[src/rtl/gb_cu_sequencer.sv]
// Microcode sequencer: tracks opcode / CB page / micro-step, forms the ROM address
// and steps through the microcode according to each word's advance field.
module gb_cu_sequencer #(
  parameter int          STEP_W    = 3,
  parameter logic [69:0] IDLE_WORD = 70'h0_0000_0008_0000_0020
) (
  input  logic              clock,
  input  logic              reset,
  input  logic [7:0]        inst_byte,
  input  logic              cond_met,
  input  logic              mem_ready,
  input  logic              wake,
  output logic [8+STEP_W:0] ucode_addr,
  input  logic [69:0]       ucode_data,
  output logic [69:0]       control_signals,
  output logic              cb_mode,
  output logic              inst_done,
  output logic [15:0]       retired,
  output logic              ucode_err
);

  typedef enum logic {ST_BOOT = 1'b0, ST_RUN = 1'b1} state_t;

  state_t            r_state;
  logic [7:0]        r_opcode;
  logic [STEP_W-1:0] r_step;
  logic              r_cb_mode;
  logic [15:0]       r_retired;
  logic              r_ucode_err;

  logic [1:0] w_adv;
  logic       w_run;
  logic       w_stall;
  logic       w_next_req;
  logic       w_end_req;
  logic       w_ovf;
  logic       w_end;
  logic       w_adv_step;

  always_comb begin
    w_adv      = ucode_data[34:33];
    w_run      = (r_state == ST_RUN);
    // Either bus strobe low means this step owns a bus cycle that must complete.
    w_stall    = w_run && (!ucode_data[35] || !ucode_data[5]) && !mem_ready;
    w_next_req = (w_adv == 2'b00) || (w_adv == 2'b10 && cond_met) ||
                 (w_adv == 2'b11 && wake);
    w_end_req  = (w_adv == 2'b01) || (w_adv == 2'b10 && !cond_met);
    w_ovf      = w_run && !w_stall && w_next_req && (&r_step);
    w_end      = w_run && !w_stall && (w_end_req || w_ovf);
    w_adv_step = w_run && !w_stall && w_next_req && !(&r_step);
  end

  assign ucode_addr      = {r_cb_mode, r_opcode, r_step};
  assign control_signals = w_run ? ucode_data : IDLE_WORD;
  assign inst_done       = w_end && !reset;
  assign cb_mode         = r_cb_mode;
  assign retired         = r_retired;
  assign ucode_err       = r_ucode_err;

  always_ff @(posedge clock) begin
    if (reset) begin
      r_state     <= ST_BOOT;
      r_opcode    <= 8'h00;
      r_step      <= '0;
      r_cb_mode   <= 1'b0;
      r_retired   <= 16'h0000;
      r_ucode_err <= 1'b0;
    end else begin
      case (r_state)
        ST_BOOT: begin
          r_state   <= ST_RUN;
          r_opcode  <= 8'h00;
          r_step    <= '0;
          r_cb_mode <= 1'b0;
        end
        default: begin
          if (w_end) begin
            r_opcode  <= inst_byte;
            r_step    <= '0;
            r_retired <= r_retired + 16'd1;
            // The page toggle belongs to a genuine END; an overflow-forced end drops to page 0.
            r_cb_mode <= (!w_ovf && ucode_data[48]) ? ~r_cb_mode : 1'b0;
            if (w_ovf) r_ucode_err <= 1'b1;
          end else if (w_adv_step) begin
            r_step <= r_step + STEP_W'(1);
          end
        end
      endcase
    end
  end

endmodule
[config.mk]
export PLATFORM = sky130hd
export DESIGN_NAME = gb_cu_sequencer
export DESIGN_NICKNAME = d
export VERILOG_FILES = /design/src/rtl/gb_cu_sequencer.sv
export SDC_FILE = /design/constraint.sdc
export NUM_CORES = 1
export LEC_CHECK = 0
export BUFFER_PORTS_ARGS = -buffer_cell sky130_fd_sc_hd__clkbuf_2
export CAP_MARGIN = 10
export CORE_ASPECT_RATIO = 1.1
export CORE_MARGIN = 3
export CORE_UTILIZATION = 40
export DETAILED_ROUTE_END_ITERATION = 7
export PLACE_DENSITY = 0.91
export SYNTH_ARGS = -nofsm -noshare
export SYNTH_HDL_FRONTEND = slang
export SYNTH_SLANG_ARGS = --single-unit
[constraint.sdc]
create_clock -name clock -period 3.1 [get_ports clock]
set_input_delay 0.155 -clock clock [delete_from_list [all_inputs] [get_ports clock]]
set_output_delay 0.155 -clock clock [all_outputs]
set_load 0.03 [all_outputs]
==> flow_summary.html <==
<table>
<tr><th>Metric</th><th>Value</th></tr>
<tr><th colspan="2">Status</th></tr>
<tr><td>Status</td><td>finished clean</td></tr>
<tr><th colspan="2">Detailed routing</th></tr>
<tr><td>Total length of routed wires</td><td>about 6600 um</td></tr>
<tr><td>Detailed Routing Iterations Pass 1</td><td>4</td></tr>
<tr><td>Number of remaining DRC errors</td><td>0</td></tr>
<tr><td>Routed via count divided by cell count</td><td>4.78</td></tr>
<tr><td>DR iter-0 viols</td><td>80</td></tr>
<tr><td>Average wire per standard cell</td><td>14.1 um</td></tr>
<tr><td>Total number of vias</td><td>approximately 2,200</td></tr>
<tr><td>Remaining antenna violation count after routing</td><td>0</td></tr>
<tr><th colspan="2">Placed design</th></tr>
<tr><td>Count of input and output buffers</td><td>around 180</td></tr>
<tr><td>Routability cong.</td><td>approximately 0.86</td></tr>
<tr><td>Half-perimeter wire length of the detailed placement result</td><td>roughly 5500 um</td></tr>
<tr><td>Place WS</td><td>slightly below 800 ps</td></tr>
<tr><th colspan="2">Synthesis</th></tr>
<tr><td>Post-Syn Instances</td><td>approximately 240</td></tr>
<tr><td>Average cell area after synthesis</td><td>8.25 sq um</td></tr>
<tr><td>Netlist area before placement</td><td>around 2000 sq um</td></tr>
<tr><td>Asr flop ratio synth</td><td>0%</td></tr>
<tr><td>Total nets after synthesis</td><td>about 320</td></tr>
<tr><td>Proportion of synthesized chip area in sequential cells</td><td>between 30% and 40%</td></tr>
<tr><td>Post-synth EDFFs</td><td>0</td></tr>
<tr><td>Yosys warning count</td><td>0</td></tr>
<tr><td>Distinct cells, synth</td><td>43</td></tr>
<tr><td>Dominant register cell in the synthesized netlist</td><td>dfxtp_1</td></tr>
<tr><td>Flip-flop and latch count after synthesis</td><td>30</td></tr>
<tr><th colspan="2">Power and ir drop</th></tr>
<tr><td>Leakage power total</td><td>1.48 nW</td></tr>
<tr><td>Largest vdd supply drop</td><td>0.324 mV</td></tr>
<tr><td>Total power per unit cell area</td><td>roughly 340 nW/um^2</td></tr>
<tr><th colspan="2">Critical path</th></tr>
<tr><td>Highest net fanout along the worst path</td><td>13</td></tr>
<tr><td>Endpoint class of the critical path</td><td>output pin</td></tr>
<tr><td>Slowest-stage cell, CP</td><td>o21bai_4</td></tr>
<tr><td>Required @ worst endpoint</td><td>2940 ps</td></tr>
<tr><td>Crit path largest cell delay</td><td>~430 ps</td></tr>
<tr><td>Crit path cell chain</td><td>ha_1 &gt; ha_1 &gt; o21bai_4 &gt; a21o_1 &gt; nor2_1 &gt; clkbuf_2</td></tr>
<tr><td>Arrival time at the worst endpoint</td><td>roughly 2200 ps</td></tr>
<tr><td>Start-to-end type of the worst setup path</td><td>reg -&gt; out</td></tr>
<tr><td>CP Launch Type</td><td>flip-flop</td></tr>
<tr><td>Cell repeated most along the worst path</td><td>ha_1</td></tr>
<tr><th colspan="2">Timing</th></tr>
<tr><td>Largest clock skew in the final design</td><td>between 3 and 4 ps</td></tr>
<tr><td>Slew margin rel.</td><td>29.3%</td></tr>
<tr><td>Achievable clock frequency</td><td>roughly 0.42 GHz</td></tr>
<tr><td>Final-report setup violation count</td><td>0</td></tr>
<tr><td>Final Hold Viols</td><td>0</td></tr>
<tr><td>Final Max Slew Viols</td><td>0</td></tr>
<tr><td>Final total negative setup slack</td><td>0 ps</td></tr>
<tr><td>Measured slew at the worst slew-check pin</td><td>1060 ps</td></tr>
<tr><td>Worst-case hold slack</td><td>92.7 ps</td></tr>
<tr><td>Slack of the critical path</td><td>around 750 ps</td></tr>
<tr><td>Setup repair after global routing missed its margin</td><td>no</td></tr>
<tr><td>Final period util</td><td>approximately 76%</td></tr>
<tr><td>Clock period minus worst slack</td><td>between 2000 and 2500 ps</td></tr>
<tr><th colspan="2">Clocking</th></tr>
<tr><td>Clock input transition at the sequential cells of the worst setup and hold paths</td><td>60 ps</td></tr>
<tr><td>Number of clock sinks</td><td>30</td></tr>
<tr><td>Clock Latency Late Sink</td><td>between 200 and 300 ps</td></tr>
<tr><td>Clk buf depth</td><td>2</td></tr>
<tr><td>Number of buffers inserted by hold repair at cts</td><td>0</td></tr>
<tr><td>Level count of the clock H-tree</td><td>2</td></tr>
<tr><td>Quantity of gates resized following cts</td><td>0</td></tr>
<tr><td>CTS tree</td><td>yes</td></tr>
<tr><td>Number of CTS-inserted buffers</td><td>5</td></tr>
<tr><td>Clock tree root driver cell</td><td>clkbuf_8</td></tr>
<tr><td>Setup repair bufs after CTS</td><td>0</td></tr>
<tr><th colspan="2">Cells and area</th></tr>
<tr><td>Final core occ</td><td>a little over three fifths</td></tr>
<tr><td>Layout cells sized above 1</td><td>~50%</td></tr>
<tr><td>Final nets</td><td>approximately 500</td></tr>
<tr><td>Area used by multi-input combinational logic</td><td>~1200 sq um</td></tr>
<tr><td>Area added between synthesis and finish</td><td>50.2%</td></tr>
<tr><td>Reg area</td><td>602 sq um</td></tr>
<tr><td>Number of inserted diodes</td><td>0</td></tr>
<tr><td>Filler cell count in the final layout</td><td>412</td></tr>
<tr><th colspan="2">Global route</th></tr>
<tr><td>First-pass GRT wire length</td><td>10,400 um</td></tr>
<tr><td>Overflow left after global routing</td><td>0</td></tr>
<tr><td>Vias in the first global route</td><td>approximately 2,200</td></tr>
<tr><td>Global Route Usage Sum</td><td>a little under a quarter</td></tr>
<tr><td>Antenna violations before repair</td><td>0</td></tr>
<tr><td>Maximum number of pins on one net before global-route repair</td><td>74</td></tr>
<tr><th colspan="2">Worst hold path</th></tr>
<tr><td>Hold crit path type</td><td>in -&gt; reg</td></tr>
<tr><th colspan="2">Job</th></tr>
<tr><td>Max-cap viol count</td><td>0</td></tr>
<tr><th colspan="2">Die</th></tr>
<tr><td>Die ar.</td><td>5790 sq um</td></tr>
<tr><td>Placement row count</td><td>26</td></tr>
<tr><td>Die Y-Extent</td><td>between 70 and 80 um</td></tr>
<tr><td>Total I/O pin count</td><td>between 150 and 200</td></tr>
<tr><td>Standard cell core area</td><td>4680 sq um</td></tr>
<tr><td>Initial core utilization</td><td>between 40% and 50%</td></tr>
<tr><td>Horizontal die dimension</td><td>~73 um</td></tr>
</table>
==> sequential cells by signal (all words and copies together), names as in the netlist <==
| signal | flops |
|---|---|
| cb_mode | 1 |
| r_state | 1 |
| r_opcode | 8 |
| r_step | 3 |
| ucode_err | 1 |
| retired | 16 |
==> stage by stage <==
stage	total power, W	std cells	instance area, sq um
global placement	0.000691	462	2860
global route	0.00106	470	2950
floorplan	0.000586	238	1960
finish	0.00101	470	2950
CTS	0.00102	470	2950
detailed placement	0.000695	462	2860
==> critical path, delay by kind of cell, from the launching register on <==
| kind | cells | cell delay, ps |
|---|---|---|
| adder cells (fa/ha/maj) | 2 | 470 |
| flip-flops | 1 | 330 |
| AO/OA/AOI/OAI | 2 | 850 |
| buffers and inverters | 1 | 190 |
| AND/OR/NAND/NOR | 1 | 80 |
==> synthesized netlist by cell type (all sizes together), types with 2 or more instances <==
library cell,count,share of area (%)
a211oi,5,1.9
a21oi,16,4.3
nor2,15,2.9
and2,68,22
a2111oi,4,5.0
ha,3,1.9
nand2b,2,0.64
mux2i,2,1.0
buf,6,2.1
nand2,26,5.0
inv,6,1.1
xnor2,13,5.8
nor3,4,1.3
a21o,2,0.83
nand3,5,1.5
clkbuf,10,2.9
nand4,4,2.0
and3,3,1.0
dfxtp,30,31
==> final timing paths <==
kind | startpoint | endpoint | slack [ps] | depth (start not counted)
worst max-delay path | r_step[0]$_SDFFE_PP0P_ | inst_done | 750 | 6
worst max register to register | r_step[0]$_SDFFE_PP0P_ | cb_mode$_SDFFE_PP0P_ | 750 | 7
worst min-delay path | inst_byte[0] | r_opcode[0]$_SDFFE_PP0P_ | 90 | 3
worst min register to register | ucode_err$_SDFFE_PP0P_ | ucode_err$_SDFFE_PP0P_ | 450 | 2
==> where the power goes <==
group	switching, W	internal (W)
registers	0.00000282	0.000389
clock network	0.000145	0.000179
logic	0.000189	0.000103
==> logic make-up (layout without fill, tap and decap cells) <==
group / after synthesis / after routing / synth area share, %
AOI/OAI and AO/OA: 32 / 32 / 14.8
xor gates and xnor gates: 13 / 13 / 5.80
adders and majority gates: 3 / 3 / 1.91
buffers and inverters: 23 / 199 / 6.62
DFF: 30 / 30 / 30.6
muxes: 3 / 3 / 1.59
and+or+nand+nor: 134 / 134 / 38.7
==> cell type report <==
type	instances	area share, %
Sequential cell	30	20.4
Inverter	6	0.763
Clock buffer	7	2.93
Tap cell	56	2.37
Clock inverter	1	0.170
Multi-Input combinational cell	185	41.8
Timing Repair Buffer	185	31.6
==> metal layers <==
layer / routed length, um / up-vias / global-route usage (%)
met5: 0 / - / 0
met4: 36 / 0 / 2.77
met3: 632 / 5 / 7.30
met2: 3250 / 105 / 38.6
met1: 2700 / 1008 / 28.0
li1: - / 1130 / -
==> placed cells by master, fill, tap and decap left out, types with 2 or more instances in the layout <==
cell	netlist	layout
nor3_1	3	3
clkbuf_2	0	183
and3_1	2	2
a2111oi_4	3	3
nand2_1	26	26
buf_4	2	2
nor2_1	15	15
mux2i_1	2	2
and2_1	68	68
a21oi_1	15	15
a211oi_1	5	5
ha_1	3	3
nand2b_1	2	2
inv_1	6	6
clkbuf_8	2	6
xnor2_1	13	13
dfxtp_1	30	29
nand4_1	3	3
nand3_1	4	4
No activity file was read; power rests on OpenSTA's default activity.
